$ cat config.mk
export PLATFORM = sky130hd
export DESIGN_NAME = wb_user_slave_mux
export DESIGN_NICKNAME = d
export VERILOG_FILES = /design/src/rtl/wb_mux_pkg.sv /design/src/rtl/wb_mux_decoder.sv /design/src/rtl/wb_user_slave_mux.sv
export SDC_FILE = /design/constraint.sdc
export NUM_CORES = 1
export LEC_CHECK = 0
export ABC_AREA = 1
export CAP_MARGIN = 20
export CORE_ASPECT_RATIO = 1.2
export CORE_MARGIN = 4
export CORE_UTILIZATION = 40
export CTS_CLUSTER_SIZE = 16
export DETAILED_ROUTE_END_ITERATION = 12
export DONT_BUFFER_PORTS = 1
export GPL_ROUTABILITY_DRIVEN = 1
export GPL_TIMING_DRIVEN = 0
export PLACE_DENSITY = 0.64
export SLEW_MARGIN = 10
export SYNTH_ARGS = -nofsm -noshare
export SYNTH_HDL_FRONTEND = slang
export SYNTH_SLANG_ARGS = --single-unit
$ cat constraint.sdc
create_clock -name wb_clk_i -period 9.25 [get_ports wb_clk_i]
set_input_delay 2.775 -clock wb_clk_i [delete_from_list [all_inputs] [get_ports wb_clk_i]]
set_output_delay 2.775 -clock wb_clk_i [all_outputs]
set_load 0.01 [all_outputs]
$ cat src/rtl/wb_mux_pkg.sv
// Shared types and helpers for the Wishbone user-area slave mux.
package wb_mux_pkg;

    typedef enum logic [1:0] {
        IDLE = 2'd0,
        REQ  = 2'd1,
        RESP = 2'd2
    } state_t;

    localparam logic [31:0] ERR_DATA_DEFAULT = 32'hDEAD_BEEF;

    // Ceiling log2; clog2(1) = 0.
    function automatic int clog2(input int value);
        int result;
        int rest;
        result = 0;
        rest   = value - 1;
        while (rest > 0) begin
            result = result + 1;
            rest   = rest >> 1;
        end
        return result;
    endfunction

    // Slave index width, never below one bit.
    function automatic int idx_width(input int num_slaves);
        return (clog2(num_slaves) < 1) ? 1 : clog2(num_slaves);
    endfunction

endpackage

$ cat src/rtl/wb_mux_decoder.sv
// Address window decoder: splits an upstream address into hit flag,
// slave index and in-window byte offset.
module wb_mux_decoder
    import wb_mux_pkg::*;
#(
    parameter int          NUM_SLAVES = 2,
    parameter logic [31:0] BASE_ADDR  = 32'h3000_0000,
    parameter int          WIN_BITS   = 20,
    parameter int          IDXW       = idx_width(NUM_SLAVES)
) (
    input  logic [31:0]     adr,
    output logic            hit,
    output logic [IDXW-1:0] idx,
    output logic [31:0]     offset
);

    localparam int          UPPER_LSB = WIN_BITS + IDXW;
    localparam logic [31:0] OFF_MASK  = (32'd1 << WIN_BITS) - 32'd1;

    // Compare the region bits against the base and range-check the index.
    always_comb begin
        idx    = adr[WIN_BITS +: IDXW];
        offset = adr & OFF_MASK;
        hit    = ((adr >> UPPER_LSB) == (BASE_ADDR >> UPPER_LSB)) &&
                 ({{(32-IDXW){1'b0}}, idx} < 32'(NUM_SLAVES));
    end

endmodule

$ cat src/rtl/wb_user_slave_mux.sv
// Wishbone-classic slave mux: one upstream slave port fanned out to
// NUM_SLAVES fixed-size windows, with timeout and unmapped error responses.
// Optional macro WB_MUX_ERR_CNT_EN adds err_cnt_o, a saturating error count.
module wb_user_slave_mux
    import wb_mux_pkg::*;
#(
    parameter int          NUM_SLAVES     = 2,
    parameter logic [31:0] BASE_ADDR      = 32'h3000_0000,
    parameter int          WIN_BITS       = 20,
    parameter int          TIMEOUT_CYCLES = 255,
    parameter logic [31:0] ERR_DATA       = ERR_DATA_DEFAULT
) (
    input  logic                     wb_clk_i,
    input  logic                     wb_rst_i,
    input  logic                     wbs_cyc_i,
    input  logic                     wbs_stb_i,
    input  logic                     wbs_we_i,
    input  logic [3:0]               wbs_sel_i,
    input  logic [31:0]              wbs_adr_i,
    input  logic [31:0]              wbs_dat_i,
    output logic                     wbs_ack_o,
    output logic [31:0]              wbs_dat_o,
    output logic [NUM_SLAVES-1:0]    s_cyc_o,
    output logic [NUM_SLAVES-1:0]    s_stb_o,
    output logic                     s_we_o,
    output logic [3:0]               s_sel_o,
    output logic [31:0]              s_adr_o,
    output logic [31:0]              s_dat_o,
    input  logic [32*NUM_SLAVES-1:0] s_dat_i,
    input  logic [NUM_SLAVES-1:0]    s_ack_i,
    output logic                     timeout_o
`ifdef WB_MUX_ERR_CNT_EN
    ,
    output logic [15:0]              err_cnt_o
`endif
);

    localparam int          IDXW      = idx_width(NUM_SLAVES);
    localparam logic [15:0] TIMER_END = 16'(TIMEOUT_CYCLES - 1);

    state_t                state;
    logic [IDXW-1:0]       sel_idx;
    logic [15:0]           timer;
    logic [31:0]           rdata;
    logic [NUM_SLAVES-1:0] strobe;

    logic                  hit;
    logic [IDXW-1:0]       dec_idx;
    logic [31:0]           dec_off;
    logic                  ack_sel;
    logic [31:0]           dat_sel;
    logic [NUM_SLAVES-1:0] req_mask;

    wb_mux_decoder #(
        .NUM_SLAVES (NUM_SLAVES),
        .BASE_ADDR  (BASE_ADDR),
        .WIN_BITS   (WIN_BITS),
        .IDXW       (IDXW)
    ) u_decoder (
        .adr    (wbs_adr_i),
        .hit    (hit),
        .idx    (dec_idx),
        .offset (dec_off)
    );

    assign s_cyc_o = strobe;
    assign s_stb_o = strobe;

    // Select the active slave's ack/data and build the one-hot strobe for a new hit.
    always_comb begin
        ack_sel  = 1'b0;
        dat_sel  = '0;
        req_mask = '0;
        for (int unsigned k = 0; k < NUM_SLAVES; k++) begin
            if (IDXW'(k) == sel_idx) begin
                ack_sel = s_ack_i[k];
                dat_sel = s_dat_i[32*k +: 32];
            end
            req_mask[k] = (IDXW'(k) == dec_idx);
        end
    end

    // Request/response sequencer with registered upstream and downstream outputs.
    always_ff @(posedge wb_clk_i or posedge wb_rst_i) begin
        if (wb_rst_i) begin
            state     <= IDLE;
            sel_idx   <= '0;
            timer     <= '0;
            rdata     <= '0;
            strobe    <= '0;
            s_we_o    <= 1'b0;
            s_sel_o   <= '0;
            s_adr_o   <= '0;
            s_dat_o   <= '0;
            wbs_ack_o <= 1'b0;
            wbs_dat_o <= '0;
            timeout_o <= 1'b0;
`ifdef WB_MUX_ERR_CNT_EN
            err_cnt_o <= '0;
`endif
        end else begin
            wbs_ack_o <= 1'b0;
            case (state)
                IDLE: begin
                    // The cycle presenting an ack still sees the old strobe high.
                    if (wbs_cyc_i && wbs_stb_i && !wbs_ack_o) begin
                        s_we_o  <= wbs_we_i;
                        s_sel_o <= wbs_sel_i;
                        s_adr_o <= dec_off;
                        s_dat_o <= wbs_dat_i;
                        sel_idx <= dec_idx;
                        timer   <= '0;
                        if (hit) begin
                            strobe <= req_mask;
                            state  <= REQ;
                        end else begin
                            rdata <= wbs_we_i ? 32'd0 : ERR_DATA;
                            state <= RESP;
`ifdef WB_MUX_ERR_CNT_EN
                            if (err_cnt_o != 16'hFFFF) err_cnt_o <= err_cnt_o + 16'd1;
`endif
                        end
                    end
                end
                REQ: begin
                    if (!wbs_cyc_i) begin
                        strobe <= '0;
                        state  <= IDLE;
                    end else if (ack_sel) begin
                        rdata  <= s_we_o ? 32'd0 : dat_sel;
                        strobe <= '0;
                        state  <= RESP;
                    end else if (timer == TIMER_END) begin
                        rdata     <= s_we_o ? 32'd0 : ERR_DATA;
                        strobe    <= '0;
                        timeout_o <= 1'b1;
                        state     <= RESP;
`ifdef WB_MUX_ERR_CNT_EN
                        if (err_cnt_o != 16'hFFFF) err_cnt_o <= err_cnt_o + 16'd1;
`endif
                    end else begin
                        timer <= timer + 16'd1;
                    end
                end
                RESP: begin
                    wbs_ack_o <= 1'b1;
                    wbs_dat_o <= rdata;
                    state     <= IDLE;
                end
                default: state <= IDLE;
            endcase
        end
    end

endmodule
==> After elaboration in Yosys (flattened, before gate mapping) <==
Index checks and enable logic that the tools add are counted.
{ "classes": {"add_sub_neg": 1, "n_eq_ne": 12, "muxes": 29, "bitwise": 2, "reduce_logical": 11} }
{ "op_table": {"columns": ["operator", "n"], "rows": [
  ["$mux 32", 9],
  ["$mux 16", 4],
  ["$pmux 32 s2", 1],
  ["$pmux 16 s2", 1],
  ["$mux 2", 10],
  ["$add 16x1->16 const B", 1],
  ["$eq 16x8->1 const B", 1],
  ["$ne 2x2->1 const B", 6],
  ["$eq 11x9->1 const B", 1],
  ["$reduce_and 5->1", 2],
  ["$pmux 2 s2", 2],
  ["$reduce_and 4->1", 2],
  ["$ne 4x4->1 const B", 1],
  ["$reduce_and 2->1", 2],
  ["$ne 3x3->1 const B", 1],
  ["$eq 2x1->1 const B", 1],
  ["$eq 2x2->1 const B", 1],
  ["$logic_and 1x1->1", 2],
  ["$logic_not 2->1", 1],
  ["$mux 1", 2],
  ["$not 1->1", 2],
  ["$reduce_bool 2->1", 1],
  ["$logic_not 1->1", 1]
]} }
{ "word_totals": {"reg_bits": 144, "inputBits": 139, "output_inout_bits": 107, "wordCells": 67} }

==> Depth between registers and ports, before layout <==
{ "logic_depth": {"ltp_word": 5, "ltp_mapped": 11, "mapped_depth_nobuf": 10} }

==> Hierarchy <==
From an unflattened synthesis, not the netlist that was laid out.
{ "unflattened": {"hier_cells": 771, "hier_area_um2": 7308.3} }
{ "by_module_without_submodules": {"columns": ["module", "n_inst", "cells_each", "area_each_um2", "seq_area_each_um2"], "rows": [
  ["wb_user_slave_mux", 1, 720, 6990.5, 3903.7],
  ["wb_mux_decoder", 1, 51, 317.8, 0.0]
]} }

==> Worst setup path after synthesis <==
Ideal clock, no wire load.
{ "synth_timing": {"kind": "in2reg", "startpoint": "input wbs_adr_i[21]", "endpoint": "register rdata[7]", "setup_time_ns": 0.077, "arrival_ns": 3.743, "required_ns": 9.173, "setup_slack_ns": 5.431, "stages": 10, "n_path_buf": 2, "cell_sequence": "or2_0 nor2_1 nand3_1 nand2_1 inv_1 nand2_1 buf_6 buf_4 nand2_1 o21ai_1"} }
{ "synth_between": {"elab_chain_len": 3} }
{ "synth_rtl": {"columns": ["item", "line", "text"], "rows": [
  ["start: declaration", "wb_user_slave_mux.sv:19", "input logic [31:0] wbs_adr_i,"],
  ["$eq 11x9->1", "wb_mux_decoder.sv:24", "hit = ((adr >> UPPER_LSB) == (BASE_ADDR >> UPPER_LSB)) &&"],
  ["$ne 2x2->1 (no source line)", null, null],
  ["$reduce_and 5->1 (no source line)", null, null],
  ["end signal: assignment", "wb_user_slave_mux.sv:117", "rdata <= wbs_we_i ? 32'd0 : ERR_DATA;"],
  ["end signal: assignment", "wb_user_slave_mux.sv:130", "rdata <= s_we_o ? 32'd0 : dat_sel;"],
  ["end signal: assignment", "wb_user_slave_mux.sv:134", "rdata <= s_we_o ? 32'd0 : ERR_DATA;"],
  ["end: declaration", "wb_user_slave_mux.sv:44", "logic [31:0] rdata;"]
]} }
No other way between the ends.
A chain may end at the register's enable or synchronous reset.

==> Worst setup path in the final report <==
{ "layout_timing": {"startpoint": "register strobe[1], in the netlist s_cyc_o[1]", "endpoint": "output s_stb_o[1]"} }
{ "layout_rtl": {"columns": ["item", "line", "text"], "rows": [
  ["start: declaration", "wb_user_slave_mux.sv:45", "logic [NUM_SLAVES-1:0] strobe;"],
  ["start signal: assignment", "wb_user_slave_mux.sv:114", "strobe <= req_mask;"],
  ["end: declaration", "wb_user_slave_mux.sv:24", "output logic [NUM_SLAVES-1:0] s_stb_o,"]
]} }
No word-level cell between the ends.

==> reports/results.txt <==
Num CTS Buffers - 17
Critical path buffers and inverters - 1
Vias in the first global route - 4939
Clk Latency, worst-skew pair - 410 ps
Sequential area share after synthesis - 0.5420
Syn Area/Cell - 9.046 sq um
Initial DRC count - 382
Synth cell types - 30
Crit. End Element - primary output
DP HPWL - 12850 um
CP max-delay cell - dfrtp_1
DIE HEIGHT - 149.2 um
Hold Violations, Final - 0
CTS Sinks - 144
Share of cells above drive strength 1 - 0.1810
Die area - 18760 sq um
Commonest non-fill, non-tap cell in the layout - nand2_1
Largest net degree at the start of global routing - 96
Crit start category - flip-flop
Pins Over Slew Limit - 0
Max_cap viols - 0
Gr ovfl total - 0
Final setup violation count - 0
Worst path cell trace - buf_4
Total power - 0.001691 W
Area of the mapped netlist - 6649 sq um
Post-Layout Cell Count - 991
CP required - 6480 ps
Port Buf Inserts - 0
Crit path time final - 3822 ps
TNS Setup - 0 ps
RSZ-0062 raised after global routing - no
CP top delay family - flip-flops
Post-placement cell count - 959
Vias post-DR - 5011
Worst path arrival time - 1050 ps
Register area - 3603 sq um
Clock-pin slew on the worst setup and hold paths - 60 ps
Static Leak - 3.615 nW
Rows - 51
Commonest cells after routing, fill and taps aside - nand2_1, dfrtp_1, mux2_2, nand3_1
Diodes inserted - 0
Status - finished clean
Flop pwr share - 0.495
Sw Share - 0.3028
CTS tree - done
Final Net Count - 907
CTS max path bufs - 2
Hold_buf cts - 0
Final period utilization - 0.4132
Worst VDD drop - 0.09892 mV
Core Region - 16270 sq um
Total Wirelength - 17100 um
Routed vias/inst - 5.057
FMAX - 0.2617 GHz
Slew @ Worst Pin - 628.6 ps
Number of gates resized after cts - 0
Hold Path Class - reg -> reg
First-pass GRT wire length - 26770 um
Die X - 125.7 um
Clock power frac - 0.383
Crit-path max cell delay - 450 ps
Gate Count Post-Synth - 735
Comb power frac - 0.122
1st-pass router iterations - 5
Final setup margin - 5428 ps
Fillers - 1588
Setup Skew - 6.397 ps
Power per cell area - 224.0 nW/um^2
Initial Util - 0.4086
Yosys warns - 0
Initial antenna violation count - 1
Critical path fanouts, max - 3
Worst slew margin - 0.5809
I/O pin total - 246
Final ANT Viol Nets - 0
Internal power - 0.001179 W
CP Class - reg -> out
CTS Root Cell - clkbuf_16
Post-synth EDFFs - 0
Detailed-route DRC error count - 0
Most used DFF post-synth - dfrtp_1
Gr usage total - 0.1816
Area Growth Syn to Fin - 13.53%
DP Worst Slack - 5088 ps
P_sw - 0.0005121 W
Post-CTS Setup Inserts - 0
WL per Instance - 17.26 um
Area occupied by multi-input gates - 2669 sq um
CTS H-Tree Depth - 4
Ys async rst share - 1.000
Placer Congestion - 0.8993
Flops & latches, synth - 144
-- registers in the layout, summed over array words and instances (netlist names) --
signal,flops
timeout_o,1
wbs_dat_o,32
s_we_o,1
s_sel_o,4
rdata,32
state,2
timer,16
s_cyc_o,2
wbs_ack_o,1
sel_idx,1
s_adr_o,20
s_dat_o,32
-- power by group through the flow --
stage	Clock [W]	Combinational, W	Sequential [W]
2_1_floorplan	0	0.000165	0.000825
3_3_place_gp	0	0.000201	0.000850
3_5_place_dp	0	0.000209	0.000852
4_1_cts	0.000664	0.000209	0.000840
5_1_grt	0.000696	0.000235	0.000848
6_report	0.000647	0.000206	0.000838
-- area by class of cell --
| type | count | area share |
|---|---|---|
| Sequential cell | 144 | 0.4774 |
| Multi-Input combinational cell | 522 | 0.3536 |
| Clock buffer | 18 | 0.05818 |
| Buffer | 48 | 0.03945 |
| Tap cell | 212 | 0.03514 |
| Inverter | 32 | 0.01691 |
| Clock inverter | 14 | 0.01575 |
| Timing Repair Buffer | 1 | 0.003647 |
-- metal layers --
| metal | routed length (um) | share of wire | GRT usage |
|---|---|---|---|
| met4 | 251 | 0.015 | 0.04881 |
| met2 | 8559 | 0.50 | 0.3014 |
| met5 | 7 | 0.00041 | 0 |
| met3 | 1389 | 0.081 | 0.06340 |
| met1 | 6894 | 0.40 | 0.2269 |
-- logic make-up after synthesis --
| group | count (synthesis) | synth area share |
|---|---|---|
| mux | 57 | 0.09654 |
| flops | 144 | 0.5420 |
| simple gates | 368 | 0.2262 |
| fa+ha+maj | 2 | 0.003763 |
| other cells | 1 | 0.0005640 |
| buf+inv | 80 | 0.06285 |
| compound gates | 78 | 0.06154 |
| xor+xnor | 5 | 0.006586 |
-- synthesized netlist by cell type, types with 2 or more instances --
master    count  area (sq um)
nand4_1       9         56.30
buf_6         4         45.04
o211ai_1      2         15.01
mux2_2       57         641.9
xor2_1        4         35.03
o21ai_0      12         60.06
buf_4        19         142.6
nand2_1     268          1006
nor3_1        2         10.01
clkbuf_1     12         45.04
nand3_1      43         215.2
ha_1          2         25.02
o21ai_1      34         170.2
inv_1        29         108.9
nor2_2        3         18.77
buf_2        12         60.06
nand2_2       4         25.02
inv_2         3         11.26
dfrtp_1     144          3603
o21bai_1      4         30.03
a21oi_1      25         125.1
nor2_1       34         127.6
or2_2         2         12.51
-- per-stage QoR --
step | instance area (sq um) | hold WS [ps] | utilization
detailed placement | 6990 | 462.6 | 0.4296
floorplan | 6690 | 449.3 | -
finish | 7548 | 474.8 | 0.4639
global placement | 6955 | 456.2 | 0.4275
global route | 7548 | 506.1 | 0.4639
CTS | 7548 | 478.4 | 0.4639
-- worst paths after layout --
| check | from | end | slack, ps | cells after the start |
|---|---|---|---|---|
| worst min register to register | rdata[13]$_DFFE_PP0P_ | wbs_dat_o[13]$_DFFE_PP0P_ | 470 | 2 |
| worst max-delay path | s_cyc_o[1]$_DFFE_PP0P_ | s_stb_o[1] | 5430 | 1 |
| max in group asynchronous | wb_rst_i | timer[2]$_DFFE_PP0P_ | 6250 | 2 |
| worst max register to register | sel_idx$_DFFE_PP0P_ | timer[15]$_DFFE_PP0P_ | 7400 | 11 |
| worst min-delay path | rdata[13]$_DFFE_PP0P_ | wbs_dat_o[13]$_DFFE_PP0P_ | 470 | 2 |
| min in group asynchronous | wb_rst_i | s_dat_o[4]$_DFFE_PP0P_ | 2200 | 1 |
Power figures use the tool's default switching activity.
